--- src/rtl/awgn_urng_sched.sv ---
// awgn_urng_sched: sequencing controller and round-robin word scheduler for
// a single Tausworthe URNG core shared by NUM_REQ noise lanes.
// The core is held in reset for RST_CYCLES cycles. Its first WARMUP words
// are then discarded. After that, each cycle's core word goes to at most one
// requester in round-robin order.
module awgn_urng_sched #(
    parameter int NUM_REQ    = 4,
    parameter int RST_CYCLES = 2,
    parameter int WARMUP     = 8,
    parameter int CNT_W      = 32
) (
    input  logic                       clk,
    input  logic                       rstn,
    input  logic                       reseed_req,
    output logic                       urng_rstn,
    input  logic [31:0]                urng_data,
    input  logic [NUM_REQ-1:0]         req,
    output logic [NUM_REQ-1:0]         gnt,
    output logic [31:0]                out_data,
    output logic [$clog2(NUM_REQ)-1:0] out_id,
    output logic                       ready,
    output logic [CNT_W-1:0]           words_served
);

    localparam int ID_W = $clog2(NUM_REQ);
    localparam int RC_W = $clog2(RST_CYCLES + 1);
    localparam int WC_W = $clog2(WARMUP + 1);

    typedef enum logic [1:0] {
        SEED = 2'd0,
        WARM = 2'd1,
        RUN  = 2'd2
    } state_t;

    state_t               state_q, state_d;
    logic [RC_W-1:0]      rst_cnt_q, rst_cnt_d;
    logic [WC_W-1:0]      warm_cnt_q, warm_cnt_d;
    logic                 urng_rstn_q, urng_rstn_d;
    logic [NUM_REQ-1:0]   gnt_q, gnt_d;
    logic [31:0]          out_data_q, out_data_d;
    logic [ID_W-1:0]      out_id_q, out_id_d;
    logic                 ready_q, ready_d;
    logic [CNT_W-1:0]     words_q, words_d;
    logic [ID_W-1:0]      ptr_q, ptr_d;

    logic                 sel_valid;
    logic [ID_W-1:0]      sel;
    logic [ID_W-1:0]      cand_idx;
    int                   cand;

    // Round-robin pick: first requester at or after ptr+1, wrapping; walking offsets downward leaves the nearest hit
    always_comb begin
        sel_valid = 1'b0;
        sel       = ptr_q;
        cand      = 0;
        cand_idx  = '0;
        for (int off = NUM_REQ; off >= 1; off--) begin
            cand = int'(ptr_q) + off;
            if (cand >= NUM_REQ) begin
                cand = cand - NUM_REQ;
            end
            cand_idx = ID_W'(cand);
            if (req[cand_idx]) begin
                sel_valid = 1'b1;
                sel       = cand_idx;
            end
        end
    end

    // Next-state logic: reseed overrides everything, otherwise SEED -> WARM -> RUN with grants only in RUN
    always_comb begin
        state_d     = state_q;
        rst_cnt_d   = rst_cnt_q;
        warm_cnt_d  = warm_cnt_q;
        urng_rstn_d = urng_rstn_q;
        gnt_d       = '0;
        out_data_d  = out_data_q;
        out_id_d    = out_id_q;
        ready_d     = ready_q;
        words_d     = words_q;
        ptr_d       = ptr_q;
        if (reseed_req) begin
            state_d     = SEED;
            rst_cnt_d   = '0;
            urng_rstn_d = 1'b0;
            ready_d     = 1'b0;
        end else begin
            case (state_q)
                SEED: begin
                    urng_rstn_d = 1'b0;
                    if (rst_cnt_q == RC_W'(RST_CYCLES - 1)) begin
                        state_d     = WARM;
                        warm_cnt_d  = '0;
                        urng_rstn_d = 1'b1;
                    end else begin
                        rst_cnt_d = rst_cnt_q + RC_W'(1);
                    end
                end
                WARM: begin
                    if (warm_cnt_q == WC_W'(WARMUP - 1)) begin
                        state_d = RUN;
                        ready_d = 1'b1;
                    end else begin
                        warm_cnt_d = warm_cnt_q + WC_W'(1);
                    end
                end
                RUN: begin
                    if (sel_valid) begin
                        gnt_d      = NUM_REQ'(1) << sel;
                        out_id_d   = sel;
                        out_data_d = urng_data;
                        ptr_d      = sel;
                        words_d    = words_q + CNT_W'(1);
                    end
                end
                default: begin
                    state_d     = SEED;
                    rst_cnt_d   = '0;
                    urng_rstn_d = 1'b0;
                    ready_d     = 1'b0;
                end
            endcase
        end
    end

    // State and registered outputs; rstn wins over reseed and puts requester 0 first in line
    always_ff @(posedge clk) begin
        if (!rstn) begin
            state_q     <= SEED;
            rst_cnt_q   <= '0;
            warm_cnt_q  <= '0;
            urng_rstn_q <= 1'b0;
            gnt_q       <= '0;
            out_data_q  <= '0;
            out_id_q    <= '0;
            ready_q     <= 1'b0;
            words_q     <= '0;
            ptr_q       <= ID_W'(NUM_REQ - 1);
        end else begin
            state_q     <= state_d;
            rst_cnt_q   <= rst_cnt_d;
            warm_cnt_q  <= warm_cnt_d;
            urng_rstn_q <= urng_rstn_d;
            gnt_q       <= gnt_d;
            out_data_q  <= out_data_d;
            out_id_q    <= out_id_d;
            ready_q     <= ready_d;
            words_q     <= words_d;
            ptr_q       <= ptr_d;
        end
    end

    assign urng_rstn    = urng_rstn_q;
    assign gnt          = gnt_q;
    assign out_data     = out_data_q;
    assign out_id       = out_id_q;
    assign ready        = ready_q;
    assign words_served = words_q;

endmodule

--- config.mk ---
export PLATFORM = sky130hd
export DESIGN_NAME = awgn_urng_sched
export DESIGN_NICKNAME = d
export VERILOG_FILES = /design/src/rtl/awgn_urng_sched.sv
export SDC_FILE = /design/constraint.sdc
export NUM_CORES = 1
export LEC_CHECK = 0
export CELL_PAD_IN_SITES_DETAIL_PLACEMENT = 0
export CELL_PAD_IN_SITES_GLOBAL_PLACEMENT = 1
export CORE_MARGIN = 1.5
export CORE_UTILIZATION = 36
export DETAILED_ROUTE_END_ITERATION = 16
export HOLD_SLACK_MARGIN = 0.12
export PLACE_DENSITY_LB_ADDON = 0.12
export SLEW_MARGIN = 0
export SYNTH_ARGS = -nofsm -noshare
export SYNTH_HDL_FRONTEND = slang
export SYNTH_SLANG_ARGS = --single-unit
--- constraint.sdc ---
create_clock -name clk -period 6.34 [get_ports clk]
set_clock_uncertainty 0.1 [all_clocks]
set_input_delay 0.634 -clock clk [delete_from_list [all_inputs] [get_ports clk]]
set_output_delay 0.634 -clock clk [all_outputs]
set_load 0.05 [all_outputs]
Word level (Yosys, flattened, before mapping)
Cells that the tools add are included.

Register bits: 82. Output and inout bits: 72. Bits of input ports: 39.

Shift-type cells: 1. Magnitude comparators: 8. Muxes and demuxes: 32. Add/sub/neg operators: 11. Bitwise logic cells: 6. Reductions and logical operators: 11. Equal/unequal tests: 8.

Operators with widths (number): $add A32 B1 Y32 const B (1); $mux W2 (11); $lt A2 B3 Y1 const B (4); $mux W1 (10); $ge A3 B3 Y1 const B (3); $bmux W1 S2 (4); $mux W4 (2); $ne A2 B2 Y1 const B (4); $pmux W4 S2 (1); $sub A2 B1 Y2 const B (4); $add A2 B2 Y3 const B (2); $not A1 Y1 (6); $pmux W2 S3 (1); $reduce_and A3 Y1 (2); $reduce_or A2 Y1 (3); $add A2 B3 Y4 const B (1); $add A4 B1 Y4 const B (1); $eq A2 B1 Y1 const B (2); $eq A4 B3 Y1 const B (1); $ge A4 B3 Y1 const B (1); $pmux W1 S2 (2); $pmux W2 S2 (1); $reduce_and A2 Y1 (2); $reduce_and A4 Y1 (1); other kinds (7) (7).

Depth between registers and ports, before layout
Depth after elaboration: 11. Depth in mapped cells: 8. Depth with buffers taken out: 6.

Least setup slack after synthesis
No wires, ideal clock.

Path kind: register -> register. Start point: register words_q[4] (netlist: words_served[4]). End point: register words_q[23] (netlist: words_served[23]). Arrival: 2.142 ns. Stages on the path, launching flop included: 7. Data required time: 6.108 ns. Slack: 3.966 ns. Cells stage by stage: dfxtp_1 nand4_2 or4_4 buf_6 buf_2 o41ai_1 a21oi_1.

Longest elaborated chain between the ends: 1.

RTL lines: start, declared (line 43) `logic [CNT_W-1:0] words_q, words_d;`; start signal, assigned (line 148) `words_q <= words_d;`; $add A32 B1 Y32 (line 113) `words_d = words_q + CNT_W'(1);`.

No other way between the ends. A chain may end at the register's enable or synchronous reset.

Final worst setup path
Start point: input req[1]. End point: register words_q[25] (netlist: words_served[25]).

Longest elaborated chain between the ends: 7. Elaborated cells between the ends (all ways): 13. Classes of those cells: mux: 12; reduce/logical: 1.

RTL lines: start, declared (line 17) `input logic [NUM_REQ-1:0] req,`; $bmux W1 S2 (line 63) `if (req[cand_idx]) begin`; $mux W1 (not written as such) (line 63); $mux W1 (3 in a row) (line 63); $mux W1 * (line 63); $reduce_and A3 Y1 (no line) *.

Mark *: on every way between the ends. The rest lies on a longest branch, timed or not. The select of a mux whose other input is x is not followed.

==> metrics.md <==
| Metric | Value |
|---|---|
| Avg Inst Size Synth | `8.194 sq um` |
| Total nets after synthesis | `approximately 480` |
| Prevailing post-synth register cell | `dfxtp_1` |
| Commonest cells post-synth | `nand2_1, dfxtp_1, a21oi_1` |
| Leakage Power | `1.618 nW` |
| Number of antenna violations at the first check in global routing | `0` |
| Share of power burned in combinational logic | `5.8%` |
| Internal Power | `780.4 uW` |
| Critical path endpoint category | `flip-flop` |
| Largest vdd supply drop | `0.0001206 V` |
| Overall global routing resource usage | `18.65%` |
| Die footprint | `approximately 11,000 sq um` |
| Endpoint of the most critical register-to-register path | `words_served[25]$_SDFFE_PN0P_` |
| Synthesis-stage register bit count | `82` |
| Distinct cell type count of the synthesized netlist | `45` |
| Post-synth EDFFs | `0` |
| Remaining design rule violation count | `0` |
| Switching power of the nets | `222.7 uW` |
| Final number of setup-violating endpoints | `0` |
| Insertion delay of the later-clocked pin in the worst-skew pair | `350 ps` |
| Die span in y | `102.7 um` |
| Number of fillers in the final layout | `987` |
| Highest metal layer with signal wires | `met4` |
| Worst R2R Start | `state_q[0]$_SDFFE_PP0P_` |
| Share of the core filled with cells | `51.40%` |
| Synthesized instance count | `437` |
| Share of layout cells above drive strength 1 | `4.613%` |
| Critical-path cell with the highest stage delay | `or4_1` |
| Cells taking the most area after synthesis | `dfxtp_1, nand2_1, a21oi_1` |
| Grt total ovfl | `0` |
| Clock transition at the registers of the reported paths | `~90 ps` |
| Most frequently used cell type in the post-synthesis netlist | `nand2_1` |
| Worst path required time | `6510 ps` |
| Final critical path time including I/O delays and setup | `2530 ps` |
| Number of gates resized after CTS | `0` |
| Top-level I/O count | `111` |
| Depth of the worst register-to-register path | `6` |
| Period utilisation layout | `around 40%` |
| Clock tree from TritonCTS | `built` |
| Most numerous cell on the critical path | `or4_1` |
| Proportion of synthesized chip area in sequential cells | `a little under half` |
| Number of buffers and inverters on the critical path | `1` |
| Routed wire length | `~9500 um` |
| Share of total power consumed by net switching | `22.20%` |
| Clock buffer depth | `2` |
| Fin nets | `just under 600` |
| Growth of design area from synthesis to finish | `39.66%` |
| Wire length of the first global-routing pass | `15,430 um` |
| Fmax | `between 300 and 400 MHz` |
| Setup Crit Path Kind | `in2reg` |
| Number of antenna diodes | `0` |
| Number of hold violations in the final report | `0` |
| Critical path origin | `req[1]` |
| Number of cells on the critical path | `5` |
| Number of warnings reported in the yosys synthesis log | `0` |
| Length of routed met2 wiring | `4577 um` |
| Detailed placer's ending HPWL | `roughly 6400 um` |
| Number of detailed-routing iterations run before antenna repair | `4` |
| Met1 routed wirelength after detailed routing | `4419 um` |
| Worst Hold Class | `reg2reg` |
| Tightest Pin Transition | `roughly 1100 ps` |
| Share of flip-flops with an asynchronous set or reset after synthesis | `0%` |
| Number of hold buffers added after cts | `0` |
| Max_cap viols | `0` |
| Routed len/inst | `between 10 and 15 um` |
| Crit path setup slack, layout | `3810 ps` |
| Cell Rows | `36` |
| Final ANT Viol Nets | `0` |
| Power density relative to cell area | `200.6 nW/um^2` |
| Vias after detailed routing | `between 3,000 and 4,000` |
| Starting DRC count in detailed routing | `139` |
| Share of the synthesized area in the top cell type | `between 40 and 50%` |
| Die X-Extent | `102.7 um` |
| Critical path's largest stage delay | `600 ps` |
| Pre-CTS setup slack | `3459 ps` |
| Pin count of the biggest net entering global routing | `64` |
| Setup Buffers After CTS | `0` |
| Sequential Power Share | `around half` |
| Run status | `complete, no violations` |
| Delay-heaviest family, CP | `simple AND/OR/NAND/NOR gates` |
| Normalized max-slew margin | `24.46%` |
| GP Congestion | `0.8151` |
| Last element of the critical path | `words_served[25]$_SDFFE_PN0P_` |
| Floorplan core area | `9729 sq um` |
| Crit path arrival time | `2700 ps` |
| Max Transition Viols Final | `0` |
| Summed negative setup slack over all endpoints | `0 ps` |
| Register-to-register setup slack | `~4000 ps` |
| Kind of launch point of the worst setup path | `input port` |
| Clock share of power | `a little over two fifths` |
| # port buffers | `110` |
| Clock root buffer | `clkbuf_8` |
| Critical-path cell list | `clkdlybuf4s50_1 -> or4_1 -> nand4_1 -> or4_1 -> a21oi_1` |
| RSZ-0062 raised after global routing | `false` |
| Library cell with the largest summed area after synthesis | `dfxtp_1` |
| DR vias/cell | `5.193` |
| # clock sinks | `82` |
| Max FO, Critical Path | `10` |
| Number of H-tree levels | `3` |
| Initial cell density of the core | `36.81%` |
| Vias in the first global route | `about 3,100` |
| Met3 layer wire length in the routed design | `491 um` |
| Summed instance area of the synthesized netlist | `3581 sq um` |
| Number of buffers inserted during clock tree synthesis | `9` |
==> worst register-to-register path, cell delays in order (launching register included) <==
cell     delay [ps]
dfxtp_1         330
inv_1            90
ha_1            300
nor2b_1         380
nand4_1         400
or4_1           610
a21oi_1         150
==> registers in the layout (all words and copies together) (netlist names) <==
signal	flops
out_data	32
words_served	32
gnt	4
warm_cnt_q	4
out_id	2
ptr_q	2
rst_cnt_q	2
state_q	2
ready	1
urng_rstn	1
==> cells by family after synthesis <==
kind of cell | synth area share [%]
flip-flops | 45.84
buffers and inverters | 3.948
XOR/XNOR | 1.957
adder cells (fa/ha/maj) | 2.096
AND/OR/NAND/NOR | 28.90
multiplexers | 1.957
AO/OA/AOI/OAI | 15.30
==> layer usage <==
| metal | track usage [%] | up-vias |
|---|---|---|
| li1 | - | 1757 |
| met1 | 24.51 | 1653 |
| met2 | 30.31 | 91 |
| met3 | 5.220 | 4 |
| met4 | 4.886 | 0 |
| met5 | 0 | - |
==> final cells by class <==
| cell class | count | area (sq um) | area share, % |
|---|---|---|---|
| Clock buffer | 10 | 137.6 | 2.752 |
| Multi-Input combinational cell | 320 | 1800 | 36.00 |
| Clock inverter | 6 | 90.09 | 1.801 |
| Inverter | 11 | 41.29 | 0.8256 |
| Timing Repair Buffer | 113 | 1124 | 22.47 |
| Sequential cell | 82 | 1642 | 32.82 |
| Tap cell | 133 | 166.4 | 3.328 |
==> cell usage in the layout, fill, tap and decap left out, drive strengths merged, types with 11 or more instances in the layout <==
cell,count
o21ai,12
dfxtp,82
nand2,87
inv,11
or4,15
nor2,19
clkdlybuf4s50,110
nand4,15
a21oi,64
==> how the worst min path moves through the flow <==
stage	startpoint	end	cells after the start	slack, ps
final	out_data[16]$_SDFFE_PN0P_	out_data[16]$_SDFFE_PN0P_	2	360
after global routing	out_data[1]$_SDFFE_PN0P_	out_data[1]$_SDFFE_PN0P_	2	390
after CTS	out_data[17]$_SDFFE_PN0P_	out_data[17]$_SDFFE_PN0P_	2	360
after detailed placement	out_data[17]$_SDFFE_PN0P_	out_data[17]$_SDFFE_PN0P_	2	350
after global placement	out_data[23]$_SDFFE_PN0P_	out_data[23]$_SDFFE_PN0P_	2	340
after floorplan	warm_cnt_q[1]$_SDFFE_PN0P_	warm_cnt_q[1]$_SDFFE_PN0P_	2	370
==> power by group through the flow <==
stage | combinational, mW | clock, mW | sequential [mW]
floorplan | 0.0244 | 0 | 0.531
global placement | 0.0582 | 0 | 0.530
detailed placement | 0.0587 | 0 | 0.530
CTS | 0.0591 | 0.443 | 0.517
global route | 0.0642 | 0.464 | 0.518
finish | 0.0585 | 0.427 | 0.517
==> stage by stage <==
stage | instance area [sq um] | hold WS [ps] | power [mW] | instances
final | 5001 | 355.3 | 1.003 | 675
after floorplan | 3581 | 367.1 | 0.5557 | 437
after CTS | 5001 | 360.7 | 1.020 | 675
after global placement | 4773 | 341.8 | 0.5877 | 659
after detailed placement | 4773 | 348.8 | 0.5883 | 659
after global routing | 5001 | 385.8 | 1.046 | 675
No activity file was read; power rests on OpenSTA's default activity.
